===== src/rtl/operand2_encoder.sv =====
// operand2_encoder: iterative search for the ARM rotated-immediate form {rot[3:0], imm8[7:0]} of a 32-bit constant.
// Optional macro OPERAND2_ENCODER_NEGATE_SEARCH_EN also searches ~value (MVN form) and reports it on inv.
module operand2_encoder #(
    parameter int CHECKS_PER_CYCLE = 1
) (
    input  logic        clk,
    input  logic        reset,
    input  logic        start_valid,
    output logic        start_ready,
    input  logic [31:0] value,
    output logic        done_valid,
    input  logic        done_ready,
    output logic        found,
    output logic [11:0] encoding,
    output logic        inv
);

    typedef enum logic [1:0] {
        IDLE   = 2'd0,
        SEARCH = 2'd1,
        DONE   = 2'd2
    } state_t;

    state_t      state;
    state_t      state_next;
    logic [31:0] value_q;
    logic [3:0]  cnt;

    logic        hit;
    logic [3:0]  hit_rot;
    logic [7:0]  hit_imm;
    logic        hit_inv;
    logic        last_block;
    logic [3:0]  rot;
    logic [31:0] rot_pos;
`ifdef OPERAND2_ENCODER_NEGATE_SEARCH_EN
    logic [31:0] rot_neg;
    logic        inv_q;
`endif

    // Rotate left by 2*r: the upper half of the doubled word shifted left.
    function automatic logic [31:0] rol2(input logic [31:0] v, input logic [3:0] r);
        logic [63:0] t;
        t = {v, v} << {r, 1'b0};
        return t[63:32];
    endfunction

    // Walk the block from the highest rotation down so the lowest match overwrites last.
    always_comb begin
        // NOTE: every combinational output gets a default first so no latch is inferred.
        hit     = 1'b0;
        hit_rot = '0;
        hit_imm = '0;
        hit_inv = 1'b0;
        rot     = '0;
        rot_pos = '0;
`ifdef OPERAND2_ENCODER_NEGATE_SEARCH_EN
        rot_neg = '0;
`endif
        for (int i = CHECKS_PER_CYCLE - 1; i >= 0; i--) begin
            rot     = cnt + 4'(i);
            rot_pos = rol2(value_q, rot);
`ifdef OPERAND2_ENCODER_NEGATE_SEARCH_EN
            rot_neg = rol2(~value_q, rot);
            if (rot_neg[31:8] == 24'd0) begin
                hit     = 1'b1;
                hit_rot = rot;
                hit_imm = rot_neg[7:0];
                hit_inv = 1'b1;
            end
`endif
            // Checked after the inverted form so the plain form wins at equal rotation.
            if (rot_pos[31:8] == 24'd0) begin
                hit     = 1'b1;
                hit_rot = rot;
                hit_imm = rot_pos[7:0];
                hit_inv = 1'b0;
            end
        end
    end

    assign last_block = ({1'b0, cnt} + 5'(CHECKS_PER_CYCLE)) == 5'd16;

    always_ff @(posedge clk or posedge reset) begin
        if (reset) begin
            state <= IDLE;
        end else begin
            state <= state_next;
        end
    end

    always_comb begin
        state_next = state;
        case (state)
            IDLE:    if (start_valid)        state_next = SEARCH;
            SEARCH:  if (hit || last_block)  state_next = DONE;
            DONE:    if (done_ready)         state_next = IDLE;
            default:                         state_next = IDLE;
        endcase
    end

    assign start_ready = (state == IDLE);
    assign done_valid  = (state == DONE);

    always_ff @(posedge clk or posedge reset) begin
        if (reset) begin
            // NOTE: sequential state uses non-blocking assignments only.
            value_q  <= '0;
            cnt      <= '0;
            found    <= 1'b0;
            encoding <= '0;
        end else begin
            case (state)
                IDLE: begin
                    if (start_valid) begin
                        value_q  <= value;
                        cnt      <= '0;
                        found    <= 1'b0;
                        encoding <= '0;
                    end
                end
                SEARCH: begin
                    if (hit) begin
                        found    <= 1'b1;
                        encoding <= {hit_rot, hit_imm};
                    end else if (!last_block) begin
                        cnt <= cnt + 4'(CHECKS_PER_CYCLE);
                    end
                end
                default: ;
            endcase
        end
    end

`ifdef OPERAND2_ENCODER_NEGATE_SEARCH_EN
    always_ff @(posedge clk or posedge reset) begin
        if (reset) begin
            inv_q <= 1'b0;
        end else if (state == IDLE && start_valid) begin
            inv_q <= 1'b0;
        end else if (state == SEARCH && hit) begin
            inv_q <= hit_inv;
        end
    end

    assign inv = inv_q;
`else
    // hit_inv is only ever 0 here; the inverted search is not built.
    assign inv = hit_inv & 1'b0;
`endif

endmodule

===== config.mk =====
export PLATFORM = sky130hd
export DESIGN_NAME = operand2_encoder
export DESIGN_NICKNAME = d
export VERILOG_FILES = /design/src/rtl/operand2_encoder.sv
export SDC_FILE = /design/constraint.sdc
export NUM_CORES = 1
export LEC_CHECK = 0
export BUFFER_PORTS_ARGS = -buffer_cell sky130_fd_sc_hd__buf_4
export CAP_MARGIN = 20
export CORE_MARGIN = 4
export CORE_UTILIZATION = 48
export CTS_CLUSTER_SIZE = 8
export DETAILED_ROUTE_END_ITERATION = 16
export PLACE_DENSITY = 0.69
export SYNTH_ARGS = -nofsm -noshare
export SYNTH_HDL_FRONTEND = slang
export SYNTH_SLANG_ARGS = --single-unit

===== constraint.sdc =====
create_clock -name clk -period 6.6 [get_ports clk]
set_input_delay 1.65 -clock clk [delete_from_list [all_inputs] [get_ports clk]]
set_output_delay 1.65 -clock clk [all_outputs]
set_load 0.01 [all_outputs]

# After elaboration in Yosys (flattened, before gate mapping)
# Cells that the tools add are included.
[totals] out_inout_bits=16 input_bits=36 elab_cells=42 ff_bits=51
[op_classes] reduce_logical=8 shifts=1 addsub=2 n_eq_ne=9 muxes=17
[ops] operator="64-bit by 5-bit << shifter with 64-bit output" count=1
[ops] operator="24-bit logical NOT" count=1
[ops] operator="12-bit 2-to-1 mux" count=2
[ops] operator="12-bit case mux with 2 select lines" count=1
[ops] operator="4-bit 2-to-1 mux" count=4
[ops] operator="2-bit != test, second input constant" count=5
[ops] operator="8-bit 2-to-1 mux" count=1
[ops] operator="4-bit case mux with 2 select lines" count=1
[ops] operator="2-bit 2-to-1 mux" count=3
[ops] operator="2-bit case mux with 3 select lines" count=1
[ops] operator="3-bit AND reduction" count=2
[ops] operator="4-bit by 1-bit adder with 5-bit output, second input constant" count=1
[ops] operator="5-bit == test, second input constant" count=1
[ops] operator="4-bit by 1-bit adder with 4-bit output, second input constant" count=1
[ops] operator="4-bit AND reduction" count=1
[ops] operator="1-bit 2-to-1 mux" count=3
[ops] operator="2-bit by 1-bit == test with 1-bit output, second input constant" count=1
[ops] operator="2-bit == test, second input constant" count=1
[ops] operator="2-bit logical NOT" count=1
[ops] operator="2-bit by 1-bit != test with 1-bit output, second input constant" count=1
[ops] operator="1-bit case mux with 2 select lines" count=1
[ops] operator="2-bit AND reduction" count=1
[ops] operator="2-bit nonzero test" count=1
[ops] operator="1-bit logical OR" count=1

# Logic depth before layout (Yosys ltp)
[depth] depth_word=6 depth_mapped=12 depth_no_buf=7

# Least setup slack after synthesis
# OpenSTA, ideal clock, no wires.
[synth_timing] kind="input to register" start="input port start_valid" end="register encoding[8]" stages=5 setup_time_ps=80 setup_slack_ps=4012 n_path_buf=2 t_required_ps=6520 arrival_time_ps=2509 path_cell_list="nand2_1 clkbuf_1 clkbuf_1 nand2_1 mux2i_1"
[synth_between] elab_chain_cells=2
[synth_rtl] element="start, declared" line="8" source="input logic start_valid,"
[synth_rtl] element="2-bit != test (no line)"
[synth_rtl] element="3-bit AND reduction (no line)"
[synth_rtl] element="end signal, assigned" line="125" source="encoding <= {hit_rot, hit_imm};"
[synth_rtl] element="end, declared" line="14" source="output logic [11:0] encoding,"
# No other way between the ends.
# A chain may end at the register's enable or synchronous reset.

# Worst setup path in the final report
[layout_timing] start="register cnt[0]" end="register encoding[6]"
[layout_between] elab_chain_cells=5 elab_cells_between_ends=8 classes_between="eq/ne: 1; shift: 1; mux: 4; reduce/logical: 2"
[layout_rtl] element="start, declared" line="27" source="logic [3:0] cnt;"
[layout_rtl] element="start signal, assigned" line="127" source="cnt <= cnt + 4'(CHECKS_PER_CYCLE);"
[layout_rtl] element="64-bit by 5-bit << shifter with 64-bit output *" line="44" source="t = {v, v} << {r, 1'b0};"
[layout_rtl] element="24-bit logical NOT" line="73" source="if (rot_pos[31:8] == 24'd0) begin"
[layout_rtl] element="8-bit 2-to-1 mux / 1-bit 2-to-1 mux (equally long branches)" line="73"
[layout_rtl] element="12-bit 2-to-1 mux / 2-bit != test (equally long branches)"
[layout_rtl] element="12-bit case mux with 2 select lines / 3-bit AND reduction (equally long branches)"
# Mark *: on every way between the ends. The rest lies on a longest branch, timed or not. The select of a mux whose other input is x is not followed.

==> impl_metrics.env <==
export IMPL_met2_usage_pct=30.14
export IMPL_ys_top_cells_by_count="51 x dfrtp_1, 41 x mux2_2, 35 x nand2_1"
export IMPL_cellPowerDensity_nw_per_um2=496.2
export IMPL_clk_latency_ns=0.31
export IMPL_grt_pass1_wl_microns=13630
export IMPL_netlist_instances=326
export IMPL_cp_required_ns=6.80
export IMPL_max_freq_mhz=297.8
export IMPL_ant_nets=0
export IMPL_vias=2822
export IMPL_clockBufferDepth=2
export IMPL_antenna_cells=0
export IMPL_setup_viol=0
export IMPL_start_kind="flop"
export IMPL_worst_slew_pin_slew_ns=1.001
export IMPL_rows=30
export IMPL_critPathMaxFanout=39
export IMPL_grt_pass1_vias=2639
export IMPL_antenna_found_initial=0
export IMPL_holdPathStages=2
export IMPL_fp_dieArea_sq_um=8772
export IMPL_met3_usage_pct=3.846
export IMPL_cts_buffers=5
export IMPL_drive_above_1_share_pct=36.29
export IMPL_core_area_sq_um=6944
export IMPL_drc=0
export IMPL_ys_ff_latch=51
export IMPL_yosysWarnings=0
export IMPL_drtIter0Drc=363
export IMPL_nets=397
export IMPL_crit_type="flop to flop"
export IMPL_syn_nets=363
export IMPL_worst_setup_path_end_kind="flop"
export IMPL_fin_crit_ns=3.358
export IMPL_yosysTopAreaCell="dfrtp_1"
export IMPL_whs_ns=0.4827
export IMPL_vdd_drop_max_mv=0.2033
export IMPL_synth_most_common_cell="dfrtp_1"
export IMPL_clock_power_share_pct=9.5
export IMPL_hp_start="found"
export IMPL_r2r_start="cnt[0]"
export IMPL_cts_resized=0
export IMPL_cts_sink_count=51
export IMPL_crit_start="cnt[0]"
export IMPL_comb_power_share_pct=57.8
export IMPL_htreeDepth=2
export IMPL_cts_root_buffer="clkbuf_8"
export IMPL_path_clk_slew_ns=0.10
export IMPL_avgRoutedWirePerCell_microns=18.07
export IMPL_ys_async_sr_fraction_pct=100.0
export IMPL_ys_types=51
export IMPL_max_slew_margin_pct=33.02
export IMPL_synth_area_top_cells="dfrtp_1 36%, mux2_2 13%, mux4_2 13%"
export IMPL_gr_total_overflow=0
export IMPL_first_pass_iters=5
export IMPL_synth_edf_count=0
export IMPL_p_sw_share_pct=45.09
export IMPL_ys_flop_type="dfrtp_1"
export IMPL_numPortBuffers=50
export IMPL_cts_tree="yes"
export IMPL_syn_area_per_cell_sq_um=10.80
export IMPL_internal_power_mw=1.086
export IMPL_regToRegSetupSlack_ns=3.24
export IMPL_power_frac_seq_pct=32.7
export IMPL_wirelength_microns=8256
export IMPL_setup_tns_ns=0
export IMPL_cap_violations=0
export IMPL_routabilityCongestion=0.9835
export IMPL_via_per_inst=6.175
export IMPL_r2r_end="encoding[6]"
export IMPL_die_height_microns=93.66
export IMPL_arrival_ns=3.56
export IMPL_die_w_microns=93.66
export IMPL_grtUsageMet1_pct=28.20
export IMPL_grt_busiest_layer="met2"
export IMPL_synth_top_area_share_pct=36.23
export IMPL_ctsHoldBuffers=0
export IMPL_grt_use_total_pct=19.65
export IMPL_syn_cell_area_sq_um=3522
export IMPL_synth_seq_area_share_pct=36.23
export IMPL_cts_setup_buffers=0
export IMPL_grt_max_degree=71
export IMPL_start_util_pct=50.72
export IMPL_clock_skew_ns=0.01043
export IMPL_whs_endpoint="found"
export IMPL_grt_setup_unrepaired="no"
export IMPL_ios=52
export IMPL_hpwl_microns=5882
export IMPL_final_hold_violation_count=0
export IMPL_fin_crit_sh_pct=50.88
export IMPL_p_leak_nw=1.771
export IMPL_syn_to_final_growth_pct=13.14
export IMPL_hold_class="flop to flop"
export IMPL_drv_slew=0
export IMPL_status="complete, no violations"
export IMPL_switchingPower_uw=891.5
export IMPL_reg2reg_depth=8
==> worst max-delay path, stage by stage (launching register included) <==
cell and delay (ns):
dfrtp_1 0.34, buf_4 0.40, clkinv_1 0.56, mux4_2 0.52
o311ai_0 0.16, a2111oi_2 0.33, o2111ai_2 0.27, nand2b_4 0.31
mux2_1 0.34
==> metal layers <==
layer | part of all wire (%) | vias up
met4 | 2.1 | 0
met1 | 44 | 1372
met2 | 47 | 129
met3 | 7.2 | 16
met5 | 0 | -
li1 | - | 1305
==> worst max path at each step <==
stage | slack [ns] | cells after the start | endpoint
6_report | 3.24 | 8 | encoding[6]
5_1_grt | 2.91 | 8 | encoding[2]
4_1_cts | 3.27 | 8 | encoding[6]
3_5_place_dp | 3.30 | 8 | encoding[2]
3_3_place_gp | 3.35 | 8 | encoding[6]
2_1_floorplan | 3.72 | 1 | cnt[0]
==> final cells by class <==
type / instances / area (sq um)
multi-input combinational: 241 / 2068
inverter: 8 / 30.03
tap: 96 / 120.1
fill: 627 / 2959
clock buffer: 7 / 86.33
timing repair buffer: 53 / 397.9
sequential: 51 / 1277
clock inverter: 1 / 5.005
==> power groups by stage <==
| stage | logic, mW | registers [mW] | clock network, mW |
|---|---|---|---|
| after global routing | 1.25 | 0.672 | 0.210 |
| after CTS | 1.13 | 0.641 | 0.191 |
| final | 1.14 | 0.648 | 0.188 |
| after global placement | 1.13 | 0.646 | 0 |
| after floorplan | 0.981 | 0.540 | 0 |
| after detailed placement | 1.12 | 0.648 | 0 |
==> cell usage in the layout, fill, tap and decap left out, drive strengths merged, types with 2 or more instances in the layout <==
cell	count
buf	53
dfrtp	51
mux2	43
nand2	35
mux2i	20
mux4	20
nor3	18
nor2	13
a21oi	11
o21ai	8
nor2b	7
a211oi	7
inv	7
clkbuf	7
and2	5
nand3	5
and3	4
a31oi	4
a2111oi	4
nor3b	3
a211o	3
nor4	3
o311ai	3
o211ai	2
o22ai	2
a22o	2
or3	2
a2111o	2
clkinv	2
nand2b	2
==> state kept, by name, summed over array words and instances, names as in the netlist <==
| name | cells |
|---|---|
| value_q | 32 |
| encoding | 12 |
| cnt | 4 |
| state | 2 |
| found | 1 |
==> metrics by stage <==
stage	setup slack (ns)	utilization, %	total power [mW]	std cells	cell area [sq um]
after floorplan	3.720	-	1.521	326	3522
after global placement	3.351	56.07	1.773	449	3894
after detailed placement	3.297	56.07	1.770	449	3894
after CTS	3.273	57.39	1.962	457	3985
after global routing	2.914	57.39	2.130	457	3985
final	3.242	57.39	1.977	457	3985
==> kinds of logic (layout without fill, tap and decap cells) <==
group                    Yosys count  after routing  share of synthesized area (%)
adder cells (fa/ha/maj)            1              1                         0.3552
other                              1              1                         0.1065
buffers and inverters             34             69                          5.115
flip-flops                        51             51                          36.23
AND/OR/NAND/NOR                  100            100                          14.00
XOR/XNOR                           1              1                         0.2487
multiplexers                      83             83                          32.33
AO/OA/AOI/OAI                     55             55                          11.62
Note: power is estimated with default switching activity, not from simulation.
